[config.mk]
export PLATFORM = sky130hd
export DESIGN_NAME = logic_unit_arbiter
export DESIGN_NICKNAME = d
export VERILOG_FILES = /design/src/rtl/logic_unit_arbiter.sv
export SDC_FILE = /design/constraint.sdc
export NUM_CORES = 1
export LEC_CHECK = 0
export ABC_CLOCK_PERIOD_IN_PS = 2200
export BUFFER_PORTS_ARGS = -buffer_cell sky130_fd_sc_hd__buf_2
export CORE_AREA = 4 4 112 114
export DETAILED_ROUTE_END_ITERATION = 12
export DIE_AREA = 0 0 116 118
export MAX_ROUTING_LAYER = met4
export PLACE_DENSITY = 0.66
export SYNTH_ARGS = -nofsm -noshare
export SYNTH_HDL_FRONTEND = slang
export SYNTH_SLANG_ARGS = --single-unit
[constraint.sdc]
create_clock -name clk -period 2.2 [get_ports clk]
set_input_delay 0.11 -clock clk [delete_from_list [all_inputs] [get_ports clk]]
set_output_delay 0.11 -clock clk [all_outputs]
set_load 0.01 [all_outputs]
[src/rtl/logic_unit_arbiter.sv]
// Round-robin share of one WIDTH-bit bitwise logic unit (XOR/AND/OR/NOR) between two requesters.
// Optional macro LU_ARB_ZERO_FLAG_EN adds a registered rsp_zero flag captured with rsp_data.
module logic_unit_arbiter #(
    parameter int WIDTH = 32
) (
    input  logic             clk,
    input  logic             rst_n,
    input  logic             req0_valid,
    output logic             req0_ready,
    input  logic [1:0]       req0_op,
    input  logic [WIDTH-1:0] req0_a,
    input  logic [WIDTH-1:0] req0_b,
    input  logic             req1_valid,
    output logic             req1_ready,
    input  logic [1:0]       req1_op,
    input  logic [WIDTH-1:0] req1_a,
    input  logic [WIDTH-1:0] req1_b,
    output logic             rsp_valid,
    input  logic             rsp_ready,
    output logic             rsp_id,
    output logic [WIDTH-1:0] rsp_data
`ifdef LU_ARB_ZERO_FLAG_EN
    ,
    output logic             rsp_zero
`endif
);

    typedef enum logic [1:0] {
        OP_XOR = 2'b00,
        OP_AND = 2'b01,
        OP_OR  = 2'b10,
        OP_NOR = 2'b11
    } op_e;

    logic             last_grant;
    logic             slot_free;
    logic             grant0;
    logic             grant1;
    logic             accept;
    op_e              sel_op;
    logic [WIDTH-1:0] sel_a;
    logic [WIDTH-1:0] sel_b;
    logic [WIDTH-1:0] result;

    assign slot_free = !rsp_valid || rsp_ready;

    // Under contention the requester that did not win last time is granted.
    // NOTE: every always_comb output gets a default first so no path can infer a latch.
    always_comb begin
        grant0 = 1'b0;
        grant1 = 1'b0;
        if (req0_valid && req1_valid) begin
            grant0 = last_grant;
            grant1 = !last_grant;
        end else begin
            grant0 = req0_valid;
            grant1 = req1_valid;
        end
    end

    // Readies are forced low while reset is held, since slot_free alone would be 1 then.
    assign req0_ready = rst_n && slot_free && grant0;
    assign req1_ready = rst_n && slot_free && grant1;
    assign accept     = req0_ready || req1_ready;

    assign sel_op = grant1 ? op_e'(req1_op) : op_e'(req0_op);
    assign sel_a  = grant1 ? req1_a : req0_a;
    assign sel_b  = grant1 ? req1_b : req0_b;

    always_comb begin
        result = '0;
        case (sel_op)
            OP_XOR:  result = sel_a ^ sel_b;
            OP_AND:  result = sel_a & sel_b;
            OP_OR:   result = sel_a | sel_b;
            OP_NOR:  result = ~(sel_a | sel_b);
            default: result = '0;
        endcase
    end

    // NOTE: sequential state uses non-blocking assignments so every flop samples pre-edge values.
    always_ff @(posedge clk or negedge rst_n) begin
        if (!rst_n) begin
            rsp_valid  <= 1'b0;
            rsp_id     <= 1'b0;
            rsp_data   <= '0;
            last_grant <= 1'b1;
        end else if (accept) begin
            rsp_valid  <= 1'b1;
            rsp_id     <= grant1;
            rsp_data   <= result;
            last_grant <= grant1;
        end else if (rsp_ready) begin
            rsp_valid  <= 1'b0;
        end
    end

`ifdef LU_ARB_ZERO_FLAG_EN
    always_ff @(posedge clk or negedge rst_n) begin
        if (!rst_n) begin
            rsp_zero <= 1'b0;
        end else if (accept) begin
            rsp_zero <= (result == '0);
        end
    end
`endif

endmodule

==> results.json, run 1 <==
{
  "cts_buffers": 5,
  "hold_depth": 3,
  "synth_seq_cells": 35,
  "top_level_ports": 173,
  "finClkSkew_ns": 0.00444,
  "crit_path_max_fanout": 33,
  "cp_data_arrival_time_ns": 2.21,
  "ff2ff_path_depth": 9,
  "powerDensity_nw_per_um2": 584,
  "vias": 4562,
  "r2r_end": "rsp_data[24]$_DFFE_PN0P_",
  "slowest_stage": "dfstp_2",
  "status": "finished clean",
  "drive_gt1_share_pct": 25.5,
  "cp_cell_sequence": "a21bo_2, buf_12, nand2_1, nand2_1, inv_1, ha_1, xnor2_1, o221ai_1, a32oi_1",
  "cts_sinks": 35,
  "ir_drop_mv": 0.298,
  "clk_latency_ns": 0.27,
  "dp_cells": 935,
  "cpLargestDelayFamily": "flip-flops",
  "min_to": "last_grant$_DFFE_PN1P_",
  "crit_path_max_incr_delay_ns": 0.57,
  "cts_root_buf": "clkbuf_16",
  "use_met2_pct": 32.7,
  "r2r-start": "last_grant$_DFFE_PN1P_",
  "synth_nets": 845,
  "synth_seq_area_share_pct": 19.4,
  "routabilityCongestion": 0.769,
  "routed_wl_um": 12700,
  "syn-cell-area_um2": 4510,
  "tns_ns": 0,
  "final_cells": 944,
  "die_width_um": 116,
  "rows": 39,
  "start_util_pct": 39.5,
  "finalSetupViolations": 0,
  "io_buffer_count": 172,
  "areaGrowthSynthToFinish_pct": 26.0,
  "overflow": 0,
  "crit_buf_inv": 2,
  "grt_max_degree": 55,
  "grt_pass1_wl_um": 20800,
  "die_area_um2": 13700,
  "layout_min_cycle_time_ns": 2.02,
  "htreeDepth": 2,
  "drv_slew": 0,
  "drc": 0,
  "cts_tree": "built",
  "viasPerCell": 4.83,
  "cp-end-kind": "flip-flop",
  "fin_crit_sh_pct": 91.7,
  "num_antenna_cells": 0,
  "ys_types": 26,
  "p_leak_uw": 0.00312,
  "crit_top_cell": "nand2_1",
  "synthCells": 644,
  "crit_path_start_kind": "flip-flop",
  "antenna_found_initial": 0,
  "core_um2": 11400,
  "critical_path_required_ns": 2.39,
  "grtUsageMet3_pct": 2.88,
  "wl_per_cell_um": 13.4,
  "final_antenna_net_count": 0,
  "dp_hpwl_um": 9380,
  "min_from": "req1_valid",
  "top_usage_layer": "met2",
  "fmax_mhz": 496,
  "criticalPathCategory": "reg -> reg",
  "finalHoldViolCount": 0,
  "fp.dieH_um": 118,
  "cts.path.max_buffers": 2,
  "grt_pass1_vias": 4510,
  "postSynthAreaPerCell_um2": 7.00,
  "hold_class": "in -> reg",
  "grt_setup_unrepaired": "false",
  "drt_pass1_iterations": 6,
  "grt_usage_pct": 18.7,
  "cap_violations": 0,
  "final_nets": 1001,
  "clk_pin_slew_worst_paths_ns": 0.06,
  "rrSetupSlack_ns": 0.18,
  "slew_headroom_pct": 66.4,
  "tightest_slew_ns": 0.505,
  "drt_iter0_drc": 170,
  "yosysWarnings": 0,
  "grtUsageMet1_pct": 22.7
}
[cell usage in the layout (no fill, tap or decap), types with 2 or more instances in the layout]
| cell | netlist | final |
|---|---|---|
| ha_1 | 64 | 64 |
| nand2b_1 | 3 | 3 |
| clkbuf_16 | 0 | 5 |
| inv_1 | 65 | 65 |
| dfrtp_1 | 34 | 34 |
| nand2_1 | 293 | 293 |
| o221ai_1 | 32 | 32 |
| a32oi_1 | 32 | 32 |
| xnor2_1 | 64 | 64 |
| buf_2 | 31 | 172 |
| buf_12 | 0 | 3 |
| clkbuf_8 | 0 | 2 |
| buf_4 | 0 | 16 |
[worst min-delay path, stage by stage]
cell      delay (ns)
buf_2           0.13
nand2b_1        0.10
o21ai_0         0.10
[final cells by class]
| class | count | area (um^2) |
|---|---|---|
| repair buffers | 192 | 1050 |
| flip-flops and latches | 35 | 877 |
| multi-input cells | 501 | 3170 |
| fillers | 1178 | 5740 |
| well taps | 143 | 179 |
| clock buffers | 8 | 156 |
| inverters | 65 | 244 |
[cell usage after synthesis]
| library cell | number | share of area [%] |
|---|---|---|
| a21bo_2 | 1 | 0.22 |
| a21boi_4 | 1 | 0.42 |
| a21oi_2 | 1 | 0.19 |
| a32oi_1 | 32 | 6.2 |
| buf_1 | 1 | 0.083 |
| buf_2 | 31 | 3.4 |
| buf_6 | 3 | 0.75 |
| clkbuf_1 | 8 | 0.67 |
| dfrtp_1 | 34 | 19 |
| dfstp_2 | 1 | 0.58 |
| ha_1 | 64 | 18 |
| inv_1 | 65 | 5.4 |
| mux2_4 | 1 | 0.33 |
| mux2i_4 | 1 | 0.50 |
| nand2_1 | 293 | 24 |
| nand2b_1 | 3 | 0.42 |
| nand3_1 | 1 | 0.11 |
| nand3b_1 | 1 | 0.17 |
| nor2_1 | 1 | 0.083 |
| nor2b_1 | 1 | 0.14 |
| o211a_1 | 1 | 0.22 |
| o211ai_1 | 1 | 0.17 |
| o21ai_0 | 1 | 0.11 |
| o221ai_1 | 32 | 6.2 |
| o22ai_1 | 1 | 0.14 |
| xnor2_1 | 64 | 12 |
[report_power, final]
group | internal [uW] | total [uW] | switching (uW)
Sequential | 805 | 900 | 94.5
Combinational | 727 | 1670 | 939
Clock | 483 | 753 | 270
Total | 2010 | 3320 | 1300
[routing by layer]
metal / share of wire [%] / up-vias
met4: 0.64 / 0
met3: 5.5 / 4
li1: - / 2384
met5: 0 / -
met1: 46 / 2053
met2: 48 / 121
[repair_timing]
action / 4_1_cts / 5_1_grt
hold endpoints to repair: 1 / 0
hold buffers: 1 / 0
resized for setup: 0 / 0
buffers inserted: 0 / 0
[logic make-up after synthesis]
family	Yosys count	synth area share (%)
multiplexers	2	0.832
flip-flops	35	19.4
XOR/XNOR	64	12.4
adder cells (fa/ha/maj)	64	17.8
AND/OR/NAND/NOR	300	25.3
buffers and inverters	108	10.3
AO/OA/AOI/OAI	71	13.9
[worst max path at each step]
stage / startpoint / slack [ns] / depth (start not counted) / endpoint
floorplan: last_grant$_DFFE_PN1P_ / 0.26 / 10 / rsp_data[8]$_DFFE_PN0P_
global placement: last_grant$_DFFE_PN1P_ / 0.27 / 9 / rsp_data[26]$_DFFE_PN0P_
detailed placement: last_grant$_DFFE_PN1P_ / 0.20 / 9 / rsp_data[22]$_DFFE_PN0P_
CTS: last_grant$_DFFE_PN1P_ / 0.18 / 9 / rsp_data[22]$_DFFE_PN0P_
global route: last_grant$_DFFE_PN1P_ / 0.03 / 9 / rsp_data[7]$_DFFE_PN0P_
finish: last_grant$_DFFE_PN1P_ / 0.18 / 9 / rsp_data[24]$_DFFE_PN0P_
[flip-flops by register name, summed over array words and instances (netlist names)]
name,cells
rsp_valid,1
last_grant,1
rsp_data,32
rsp_id,1
[through the flow]
stage	setup WS (ns)	utilization [%]	total power (uW)	instance area, um^2	hold WS, ns
6_report	0.184	49.8	3320	5680	0.177
5_1_grt	0.0288	49.8	3620	5680	0.194
4_1_cts	0.182	49.8	3370	5680	0.176
3_5_place_dp	0.200	48.3	2590	5520	-0.0430
3_3_place_gp	0.266	48.3	2570	5520	-0.0425
2_1_floorplan	0.259	-	2030	4510	-0.186
(Power assumes the default switching activity.)
==> run 2: changes to the inputs <==
--- a/config.mk
+++ b/config.mk
@@ -8,6 +8,7 @@
 export ABC_CLOCK_PERIOD_IN_PS = 2200
 export BUFFER_PORTS_ARGS = -buffer_cell sky130_fd_sc_hd__buf_2
 export CORE_AREA = 4 4 112 114
+export CTS_BUF_LIST = sky130_fd_sc_hd__clkbuf_4 sky130_fd_sc_hd__clkbuf_8
 export DETAILED_ROUTE_END_ITERATION = 12
 export DIE_AREA = 0 0 116 118
 export MAX_ROUTING_LAYER = met4
==> constraint.sdc (replaced) <==
create_clock -name clk -period 2.2 [get_ports clk]
set_input_delay 0.11 -clock clk [delete_from_list [all_inputs] [get_ports clk]]
set_output_delay 0.11 -clock clk [all_outputs]
set_load 0.1 [all_outputs]
==> run 2 against run 1 <==
Compared with the run above:
- critical path depth did not move
- clock power decreased by 17%
- utilization grew 0.16 points
- maximum frequency increased by 0.70%
- non-clock buffer count grew 1
- routed wire length increased by 3.3%
- count of clock-buffer cells in the layout decreased by 2
- worst hold slack better by 0.033 ns
- sequential share of layout area down 0.051 points
- sequential power about the same
- combinational power rose by 66%
- total power is 30% higher
- largest cell class unchanged
==> results.json, run 2 (synthesis results as in run 1) <==
{
  "pre_cts_slack_ns": 0.221,
  "seqCellArea_um2": 877,
  "hold_class": "in -> reg",
  "die_area_um2": 13700,
  "final_cell_mix": "293 x nand2_1, 171 x buf_2, 65 x inv_1, 64 x xnor2_1, 64 x ha_1",
  "min_from": "req1_valid",
  "critical_path_required_ns": 2.40,
  "top_usage_layer": "met2",
  "ir_drop_mv": 0.507,
  "io_buffer_count": 172,
  "fp.dieH_um": 118,
  "final_nets": 1002,
  "grtUsageMet3_pct": 3.08,
  "drt_iter0_drc": 177,
  "status": "finished clean",
  "cts.path.max_buffers": 2,
  "cts_sinks": 35,
  "drive_gt1_share_pct": 25.9,
  "start_util_pct": 39.5,
  "top_level_ports": 173,
  "cts_setup_buffers": 0,
  "holdBufCountCts": 1,
  "cts_buffers": 5,
  "clock_power_share_pct": 14.5,
  "powerDensity_nw_per_um2": 755,
  "wl_per_cell_um": 13.8,
  "r2r_end": "rsp_data[20]$_DFFE_PN0P_",
  "place_area_um2": 5570,
  "final_antenna_net_count": 0,
  "cp_data_arrival_time_ns": 2.21,
  "layout_commonest_cell": "nand2_1",
  "p_switching_uw": 2390,
  "antenna_found_initial": 2,
  "cp-end-kind": "flip-flop",
  "drt_pass1_iterations": 4,
  "grt_pass1_wl_um": 21500,
  "rrSetupSlack_ns": 0.20,
  "slew_headroom_pct": 55.6,
  "r2r-start": "last_grant$_DFFE_PN1P_",
  "viasPerCell": 4.96,
  "grt_pass1_vias": 4492,
  "final_cell_area_um2": 5700,
  "use_met2_pct": 32.6,
  "routed_wl_um": 13100,
  "p_leak_uw": 0.00312,
  "finalHoldViolCount": 0,
  "n_fill_cell": 1196,
  "power_frac_seq_pct": 20.9,
  "multiInputGateArea_um2": 3180,
  "dp_hpwl_um": 9790,
  "min_to": "last_grant$_DFFE_PN1P_",
  "grt_usage_pct": 19.3,
  "drc": 0,
  "worst_slack_ns": 0.198,
  "grt_setup_unrepaired": "false",
  "combPwrFrac_pct": 64.6,
  "finalSetupViolations": 0,
  "grt_max_degree": 39,
  "cap_violations": 0,
  "grtUsageMet1_pct": 24.6,
  "top_register": "rsp_data",
  "tightest_slew_ns": 0.663,
  "htreeDepth": 2,
  "areaGrowthSynthToFinish_pct": 26.4,
  "switching_share_pct": 55.6,
  "routabilityCongestion": 0.812,
  "die_width_um": 116,
  "hold_depth": 3,
  "internal_power_uw": 1910,
  "ff2ff_path_depth": 9,
  "largest_reg_flops": 32,
  "fin_crit_sh_pct": 91.0,
  "layout_min_cycle_time_ns": 2.00,
  "drv_slew": 0,
  "vias": 4698,
  "clk_latency_ns": 0.29,
  "cts_resized": 0,
  "cts_root_buf": "clkbuf_8",
  "crit_path_start_kind": "flip-flop",
  "fmax_mhz": 499,
  "clk_pin_slew_worst_paths_ns": 0.08,
  "core_um2": 11400,
  "finClkSkew_ns": 0.00375,
  "overflow": 0,
  "cts_tree": "built",
  "crit_path_max_fanout": 32,
  "criticalPathCategory": "reg -> reg",
  "rows": 39
}
## run 2: cell count changes in the layout (fill, tap and decap cells not counted), moves of 2 or more
cell | before | now
diode_2 | 0 | 2
clkbuf_8 | 2 | 6
buf_12 | 3 | 6
clkbuf_16 | 5 | 0
## run 2: per-stage QoR
step	instances	power [uW]	util (%)	TNS (ns)	hold slack, ns
2_1_floorplan	644	3100	-	-0.146	-0.186
3_3_place_gp	936	3690	48.8	0	-0.00102
3_5_place_dp	936	3700	48.8	0	-0.000410
4_1_cts	945	4350	49.9	0	0.188
5_1_grt	947	4600	49.9	0	0.217
6_report	947	4300	49.9	0	0.210
## run 2: cell type report
type / count / share of cell area, %
Antenna cell: 2 / 0.0878
Timing Repair Buffer: 193 / 19.3
Sequential cell: 35 / 15.4
Multi-Input combinational cell: 501 / 55.8
Inverter: 65 / 4.28
Tap cell: 143 / 3.14
Clock buffer: 6 / 1.45
Clock inverter: 2 / 0.615
## run 2: how the worst max path moves through the flow
stage | from | endpoint | slack (ns) | depth (start not counted)
global route | last_grant$_DFFE_PN1P_ | rsp_data[29]$_DFFE_PN0P_ | 0.03 | 9
global placement | last_grant$_DFFE_PN1P_ | rsp_data[20]$_DFFE_PN0P_ | 0.26 | 9
finish | last_grant$_DFFE_PN1P_ | rsp_data[20]$_DFFE_PN0P_ | 0.20 | 9
detailed placement | last_grant$_DFFE_PN1P_ | rsp_data[30]$_DFFE_PN0P_ | 0.22 | 9
floorplan | rsp_valid$_DFFE_PN0P_ | rsp_id$_DFFE_PN0P_ | -0.15 | 4
CTS | last_grant$_DFFE_PN1P_ | rsp_data[20]$_DFFE_PN0P_ | 0.20 | 9
## run 2: critical path, stage by stage, from the launching register on
cell	delay (ns)
dfstp_2	0.58
a21bo_2	0.20
buf_12	0.19
nand2_1	0.07
nand2_1	0.09
inv_1	0.05
ha_1	0.24
xnor2_1	0.15
o221ai_1	0.15
a32oi_1	0.19
## run 2: power by group through the flow
| stage | Clock, uW | Sequential, uW | Combinational, uW |
|---|---|---|---|
| 2_1_floorplan | 0 | 2020 | 1080 |
| 3_3_place_gp | 0 | 912 | 2780 |
| 3_5_place_dp | 0 | 908 | 2800 |
| 4_1_cts | 641 | 900 | 2810 |
| 5_1_grt | 674 | 918 | 3010 |
| 6_report | 625 | 899 | 2780 |
## run 2: layer usage
metal	vias to the layer above	share of wire [%]
met3	10	7.0
met4	0	0.91
li1	2390	-
met1	2168	44
met2	130	48
met5	-	0
